--- src/rtl/shadow1229_note_sequencer.sv ---
// Song sequencer for shadow1229_player.
// Walks an external registered note ROM and times each entry with a tempo
// prescaler. It drives note/gate/note_start to the tone generator and loops
// the song forever. An END entry at address 0 (empty song) parks in HALT.
module shadow1229_note_sequencer #(
  parameter int TICK_COUNT = 255,
  parameter int ADDR_W     = 10
) (
  input  logic              clk_i,
  input  logic              rst_i,
  input  logic              run_i,
  output logic [ADDR_W-1:0] rom_addr_o,
  input  logic [7:0]        rom_data_i,
  output logic [4:0]        note_o,
  output logic              gate_o,
  output logic              note_start_o,
  output logic              song_loop_o
);

  localparam int                 PRESC_W   = $clog2(TICK_COUNT);
  localparam logic [PRESC_W-1:0] TICK_LAST = PRESC_W'(TICK_COUNT - 1);
  localparam logic [4:0]         NOTE_END  = 5'd31;

  typedef enum logic [1:0] {
    FETCH,
    LOAD,
    PLAY,
    HALT
  } state_e;

  state_e             state_q,  state_d;
  logic [ADDR_W-1:0]  addr_q,   addr_d;
  logic [4:0]         note_q,   note_d;
  logic               gate_q,   gate_d;
  logic               start_q,  start_d;
  logic               loop_q,   loop_d;
  logic [PRESC_W-1:0] presc_q,  presc_d;
  logic [7:0]         remain_q, remain_d;

  logic [4:0] entryNote;
  logic [2:0] entryDur;

  assign entryNote = rom_data_i[7:3];
  assign entryDur  = rom_data_i[2:0];

  // Next-state logic: decode entries in LOAD, count ticks in PLAY, hold everything while run is low.
  always_comb begin
    state_d  = state_q;
    addr_d   = addr_q;
    note_d   = note_q;
    gate_d   = gate_q;
    start_d  = 1'b0;
    loop_d   = 1'b0;
    presc_d  = presc_q;
    remain_d = remain_q;

    if (!run_i) begin
      // A pending pulse waits here and is shown on the first active cycle.
      start_d = start_q;
      loop_d  = loop_q;
    end else begin
      case (state_q)
        FETCH: begin
          state_d = LOAD;
        end

        LOAD: begin
          if (entryNote == NOTE_END) begin
            if (addr_q != '0) begin
              addr_d  = '0;
              loop_d  = 1'b1;
              state_d = FETCH;
            end else begin
              note_d  = 5'd0;
              gate_d  = 1'b0;
              state_d = HALT;
            end
          end else begin
            note_d   = entryNote;
            gate_d   = (entryNote != 5'd0);
            start_d  = 1'b1;
            remain_d = 8'd1 << entryDur;
            presc_d  = '0;
            addr_d   = addr_q + ADDR_W'(1);
            loop_d   = &addr_q;
            state_d  = PLAY;
          end
        end

        PLAY: begin
          if (presc_q == TICK_LAST) begin
            presc_d  = '0;
            remain_d = remain_q - 8'd1;
            // Entering the final tick of a multi-tick note: release the gate.
            if (remain_q == 8'd2) begin
              gate_d = 1'b0;
            end
            if (remain_q == 8'd1) begin
              state_d = FETCH;
            end
          end else begin
            presc_d = presc_q + PRESC_W'(1);
          end
        end

        HALT: begin
          state_d = HALT;
        end

        default: begin
          state_d = FETCH;
        end
      endcase
    end
  end

  // State register with synchronous reset that wins over run.
  always_ff @(posedge clk_i) begin
    if (rst_i) begin
      state_q  <= FETCH;
      addr_q   <= '0;
      note_q   <= 5'd0;
      gate_q   <= 1'b0;
      start_q  <= 1'b0;
      loop_q   <= 1'b0;
      presc_q  <= '0;
      remain_q <= 8'd0;
    end else begin
      state_q  <= state_d;
      addr_q   <= addr_d;
      note_q   <= note_d;
      gate_q   <= gate_d;
      start_q  <= start_d;
      loop_q   <= loop_d;
      presc_q  <= presc_d;
      remain_q <= remain_d;
    end
  end

  assign rom_addr_o   = addr_q;
  assign note_o       = note_q;
  assign gate_o       = gate_q;
  assign note_start_o = start_q & run_i;
  assign song_loop_o  = loop_q & run_i;

endmodule

--- config.mk ---
export PLATFORM = sky130hd
export DESIGN_NAME = shadow1229_note_sequencer
export DESIGN_NICKNAME = d
export VERILOG_FILES = /design/src/rtl/shadow1229_note_sequencer.sv
export SDC_FILE = /design/constraint.sdc
export NUM_CORES = 1
export LEC_CHECK = 0
export CAP_MARGIN = 20
export CELL_PAD_IN_SITES_DETAIL_PLACEMENT = 1
export CELL_PAD_IN_SITES_GLOBAL_PLACEMENT = 2
export CORE_ASPECT_RATIO = 0.7
export CORE_UTILIZATION = 25
export CTS_CLUSTER_DIAMETER = 120
export DETAILED_ROUTE_END_ITERATION = 7
export PLACE_DENSITY_LB_ADDON = 0.3
export SLEW_MARGIN = 10
export SYNTH_ARGS = -nofsm -noshare
export SYNTH_HDL_FRONTEND = slang
export SYNTH_SLANG_ARGS = --single-unit
--- constraint.sdc ---
create_clock -name clk_i -period 5.1 [get_ports clk_i]
set_input_delay 1.02 -clock clk_i [delete_from_list [all_inputs] [get_ports clk_i]]
set_output_delay 1.02 -clock clk_i [all_outputs]
set_load 0.05 [all_outputs]
==> results of run 1 <==
report_power, final:
| part | internal (mW) | switching [mW] | total [mW] |
|---|---|---|---|
| clock | 0.173 | 0.104 | 0.277 |
| sequential | 0.288 | 0.00753 | 0.296 |
| combinational | 0.0335 | 0.0577 | 0.0912 |
layout make-up:
type | instances | area (um^2) | share of cell area (%)
clock buffer | 7 | 96.34 | 3.990
clock inverter | 1 | 30.03 | 1.244
inverter | 9 | 33.78 | 1.399
multi-input combinational | 177 | 1124 | 46.53
sequential | 36 | 720.7 | 29.84
tap | 98 | 122.6 | 5.078
timing repair buffer | 29 | 287.8 | 11.92
state kept, by name, summed over array words and instances, names as in the netlist:
name / count
gate_o: 1
remain_q: 8
rom_addr_o: 10
state_q: 2
note_o: 5
start_q: 1
loop_q: 1
presc_q: 8
path summary, 6_finish.rpt:
check,cells past startpoint,start,to,slack (ns)
worst max-delay path,4,run_i,note_start_o,1.48
worst min-delay path,2,gate_o,gate_o,0.47
worst max register to register,5,state_q[0],presc_q[6],2.87
worst min register to register,2,gate_o,gate_o,0.47
critical path, stage by stage:
cell and delay, ns:
clkdlybuf4s50_1 0.46, buf_4 0.18, and2_1 0.15, clkdlybuf4s50_1 0.79
cells in the mapped netlist (2+ instances only):
cell type	number	share of area [%]
dfxtp_1	36	37
nor2_1	27	5.3
nand2_1	18	3.5
a21oi_1	12	3.1
nand3_1	10	2.6
inv_1	9	1.8
nor3_1	9	2.3
o21ai_1	9	2.3
xor2_1	9	4.1
nand4_1	8	2.6
clkbuf_1	7	1.4
ha_1	7	4.5
and2_1	5	1.6
o21ai_0	5	1.3
xnor2_1	5	2.3
a22o_1	4	1.8
or3_1	4	1.3
nand2b_1	3	0.97
nor4_1	3	0.97
or4_1	3	1.2
a311oi_1	2	0.91
a31oi_1	2	0.65
a32oi_1	2	0.91
and4_1	2	0.91
buf_6	2	1.2
mux2i_1	2	1.0
nor2b_1	2	0.65
o211ai_1	2	0.78
o21ai_2	2	0.91
cells by family after synthesis:
| logic type | Yosys count | synth area share, % |
|---|---|---|
| AOI/OAI and AO/OA | 53 | 19.55 |
| muxes | 2 | 1.039 |
| adders and majority gates | 7 | 4.545 |
| and+or+nand+nor | 101 | 26.82 |
| DFF | 36 | 37.40 |
| buffers and inverters | 18 | 4.286 |
| xor gates and xnor gates | 14 | 6.364 |
layer usage:
layer / up-vias / part of all wire, % / global-route usage [%] / wire length, um
met2: 22 / 39 / 18.64 / 2028
met4: 0 / 0.27 / 2.283 / 14
met3: 2 / 4.0 / 3.593 / 207
li1: 892 / - / - / -
met1: 804 / 56 / 20.09 / 2903
met5: - / 0 / 0 / 0
==> out/metrics.yaml, run 1 <==
critical_path:
  worst-path-max-fanout: 13
  cp.required_ns: 4.08
  worst_ep_arrival_time_ns: 2.60
  critPathLaunchType: "input port"
  end_kind: "primary output"
  path_class: "input port to primary output"
sta:
  finalSetupTns_ns: 0
  maxClockFrequency_mhz: 275.9
  layout_min_cycle_time_ns: 3.625
  setup_viol: 0
  slew_headroom_pct: 37.43
  finalClockSkew_ns: 0.006707
  maxSlewViolCount: 0
  rsz0062_at_grt: "false"
  finalCritPeriodShare_pct: 71.07
  holdWs_ns: 0.4708
  tightest_slew_ns: 0.9357
  finalWorstSetupSlack_ns: 1.475
  timing.final.hold_violations: 0
clock_network:
  cts_hold_buffers: 0
  cts_buffer_depth: 2
  cts_tree: "done"
  htreeDepth: 2
  post-cts-setup-buffer-count: 0
  cts_resized: 0
  numCtsBuffers: 5
  clock_sinks: 36
  cts.clk_slew.worst_paths_ns: 0.07
  worstSkewPairLatency_ns: 0.28
  clockRootBuffer: "clkbuf_8"
synth:
  synth_ff_type: "dfxtp_1"
  synth-seq-cells: 36
  synth_warnings: 0
  ys_seq_area_share_pct: 37.40
  netlist_area_um2: 1927
  async_flop_share_pct: 0
  netlist-cell-type-count: 49
  synth_edf_count: 0
  syn-num-nets: 249
  syn_inst: 231
  post_synth.cell_area_avg_um2: 8.341
grt:
  grt_max_degree: 23
  grt_pass1_vias: 1616
  overflow: 0
  grt_pass1_wl_mm: 8.280
  antenna_found_initial: 0
  grt.total_usage_pct: 13.26
placement:
  dp_hpwl_mm: 3.774
  dpl_worst_slack_ns: 1.467
  io_buffers: 28
  placed_area_um2: 2288
  gp_congestion: 0.7732
  dp_cells: 349
finish:
  final_common_cell: "dfxtp_1"
  final_util_pct: 32.70
  diodes: 0
  final_area_um2: 2415
  final_cells: 357
  drive_above_1_share_pct: 6.178
  fillers: 865
  layout_common_cells: "36 x dfxtp_1, 28 x clkdlybuf4s50_1, 27 x nor2_1, 18 x nand2_1, 12 x a21oi_1"
  fin_nets: 276
  syn_to_final_growth_pct: 25.32
die:
  dieArea_um2: 8068
  io_pins: 29
  core_um2: 7385
  start_util_pct: 26.09
  dieHeight_um: 75.45
  fp-row-count: 26
  dieWidth_um: 106.9
outcome:
  status: "completed"
pwr:
  leakage_nw: 0.8594
  p_per_area_nw_per_um2: 274.7
  power.total_uw: 663.5
  peakVddDrop_mv: 0.1332
route:
  antenna_left: 0
  viasPerCell: 4.818
  num_vias: 1720
  wl_mm: 5.153
  drc_errors: 0
  dr.pass1.iters: 4
  wl_per_cell_um: 14.43
  dr.first_iter.drc_count: 94
min_path:
  holdCritPathClass: "register to register"
flow_run:
  maxCapViolations: 0
Note: power is estimated with default switching activity, not from simulation.
==> inputs of run 2 (changes only) <==
==> constraint.sdc (replaced) <==
create_clock -name clk_i -period 3.5 [get_ports clk_i]
set_input_delay 0.7 -clock clk_i [delete_from_list [all_inputs] [get_ports clk_i]]
set_output_delay 0.7 -clock clk_i [all_outputs]
set_load 0.05 [all_outputs]
==> run 2 against run 1 <==
Effect of this change:
- wire length up 5.3%
- sequential share of layout area up 0.30 points
- register-to-register slack worse by 1.6 ns
- sequential power up 45%
- combinational power up 48%
- worst setup slack worse by 0.70 ns
- global-route usage up 1.3 points
- sequential cell count unchanged
- largest power group unchanged
- power up 40%
- clock skew up 0.0010 ns
- first-iteration DRC count down 4.3%
- utilization down 0.32 points
==> out/metrics.yaml, run 2 (synthesized netlist as in run 1, its figures left out) <==
route:
  dr.first_iter.drc_count: 90  # was 94
  num_vias: 1772  # was 1720
  dr.pass1.iters: 4  # unchanged
  viasPerCell: 4.964  # was 4.818
  wl_mm: 5.427  # was 5.153 mm
  drc_errors: 0  # unchanged
  wl_per_cell_um: 15.20  # was 14.43 um
  antenna_left: 0  # unchanged
sta:
  slew_headroom_pct: 43.39  # was 37.43%
  layout_min_cycle_time_ns: 2.727
  finalCritPeriodShare_pct: 77.91
  maxSlewViolCount: 0  # unchanged
  finalSetupTns_ns: 0  # unchanged
  rsz0062_at_grt: "false"  # unchanged
  maxClockFrequency_mhz: 366.7
  tightest_slew_ns: 0.8491  # was 0.9357 ns
  timing.final.hold_violations: 0  # unchanged
  finalClockSkew_ns: 0.007706  # was 0.006707 ns
  setup_viol: 0  # unchanged
clock_network:
  numCtsBuffers: 5  # unchanged
  cts_buffer_depth: 2  # unchanged
  cts_resized: 0  # unchanged
  clock_sinks: 36  # unchanged
  cts_hold_buffers: 0  # unchanged
  cts.clk_slew.worst_paths_ns: 0.08  # was 0.07 ns
  worstSkewPairLatency_ns: 0.29  # was 0.28 ns
  cts_tree: "done"  # unchanged
  clockRootBuffer: "clkbuf_8"  # unchanged
  post-cts-setup-buffer-count: 0  # unchanged
  htreeDepth: 2  # unchanged
placement:
  gp_congestion: 0.7653  # was 0.7732
  io_buffers: 28  # unchanged
  dp_hpwl_mm: 4.057  # was 3.774 mm
  dp_cells: 349  # unchanged
critical_path:
  path_buf_inv: 1  # was 3
  path_class: "input port to register"  # was input port to primary output
  critPathLaunchType: "input port"  # unchanged
  worst-path-max-fanout: 9  # was 13
  worst_ep_arrival_time_ns: 2.93  # was 2.60 ns
  max_stage_delay_ns: 0.72  # was 0.79 ns
  end_kind: "register"  # was primary output
  path_cells: "clkdlybuf4s50_1, and4_1, nand2_1, a32oi_1, a311oi_1, a211oi_1"  # was clkdlybuf4s50_1, buf_4, and2_1, clkdlybuf4s50_1
  r2r-start: "state_q[1]"  # was state_q[0]
  critPathSlowestCell: "a32oi_1"  # was clkdlybuf4s50_1
  crit_family: "compound AO/OA/AOI/OAI gates"  # was buffers and inverters
  startpoint: "rom_data_i[4]"  # was run_i
  cp.required_ns: 3.71  # was 4.08 ns
finish:
  regArea_um2: 720.7  # unchanged
  largest_reg_flops: 10  # unchanged
  multiInputGateArea_um2: 1124  # unchanged
  fillers: 871  # was 865
  final_cells: 357  # unchanged
  fin_nets: 276  # unchanged
  syn_to_final_growth_pct: 24.09  # was 25.32%
  diodes: 0  # unchanged
  drive_above_1_share_pct: 6.564  # was 6.178%
  layout_common_cells: "36 x dfxtp_1, 27 x nor2_1, 26 x clkdlybuf4s50_1, 18 x nand2_1, 12 x a21oi_1"  # was 36 x dfxtp_1, 28 x clkdlybuf4s50_1, 27 x nor2_1, 18 x nand2_1, 12 x a21oi_1
  final_common_cell: "dfxtp_1"  # unchanged
grt:
  grt_pass1_vias: 1738  # was 1616
  antenna_found_initial: 0  # unchanged
  grt.total_usage_pct: 14.54  # was 13.26%
  grt_pass1_wl_mm: 8.887  # was 8.280 mm
  overflow: 0  # unchanged
  grt_max_degree: 23  # unchanged
die:
  dieWidth_um: 106.9  # unchanged
  dieHeight_um: 75.45  # unchanged
  io_pins: 29  # unchanged
  start_util_pct: 26.09  # unchanged
  fp-row-count: 26  # unchanged
  core_um2: 7385  # unchanged
  dieArea_um2: 8068  # unchanged
outcome:
  status: "completed"  # unchanged
pwr:
  power.total_uw: 931.9  # was 663.5 uW
  p_per_area_nw_per_um2: 389.8  # was 274.7 nW/um^2
  leakage_nw: 0.8542  # was 0.8594 nW
  peakVddDrop_mv: 0.1489  # was 0.1332 mV
flow_run:
  maxCapViolations: 0  # unchanged
min_path:
  holdCritPathClass: "register to register"  # unchanged
  hold_path_startpoint: "start_q"  # was gate_o
[run 2: path summary, 6_finish.rpt]
path	endpoint	slack, ns	depth (start not counted)
setup reg to reg	presc_q[6]	1.25	5
setup / recovery	remain_q[1]	0.77	6
hold reg to reg	start_q	0.48	2
hold / removal	start_q	0.48	2
[run 2: layout make-up]
cell class	count	share of cell area [%]
clock buffers	6	3.035
clock inverters	2	1.465
inverters	9	1.413
multi-input cells	177	46.99
flip-flops and latches	36	30.14
well taps	98	5.128
repair buffers	29	11.83
[run 2: worst register-to-register path: cells and delay by family (launching register included)]
family | cells | cell delay [ns]
flops | 1 | 0.45
simple gates | 3 | 0.93
compound gates | 2 | 0.79
[run 2: metrics by stage]
stage / util [%] / hold WS [ns] / cell area, um^2 / setup slack [ns]
floorplan: - / 0.4393 / 1927 / 1.405
global placement: 30.92 / 0.4649 / 2283 / 0.4796
detailed placement: 30.92 / 0.4685 / 2283 / 0.4513
CTS: 32.38 / 0.4813 / 2391 / 0.7621
global route: 32.38 / 0.5118 / 2391 / 0.5760
finish: 32.38 / 0.4776 / 2391 / 0.7733
[run 2: power by group]
part	total (mW)	switching, mW	internal, mW
clock	0.366	0.155	0.212
sequential	0.430	0.0107	0.420
combinational	0.135	0.0862	0.0490
total	0.932	0.252	0.680
[run 2: metal layers]
layer	vias to the layer above	GRT usage, %	part of all wire, %
met5	-	0	0
met4	0	4.110	0.96
met3	5	4.021	2.9
met2	21	20.72	41
met1	855	21.25	56
li1	891	-	-
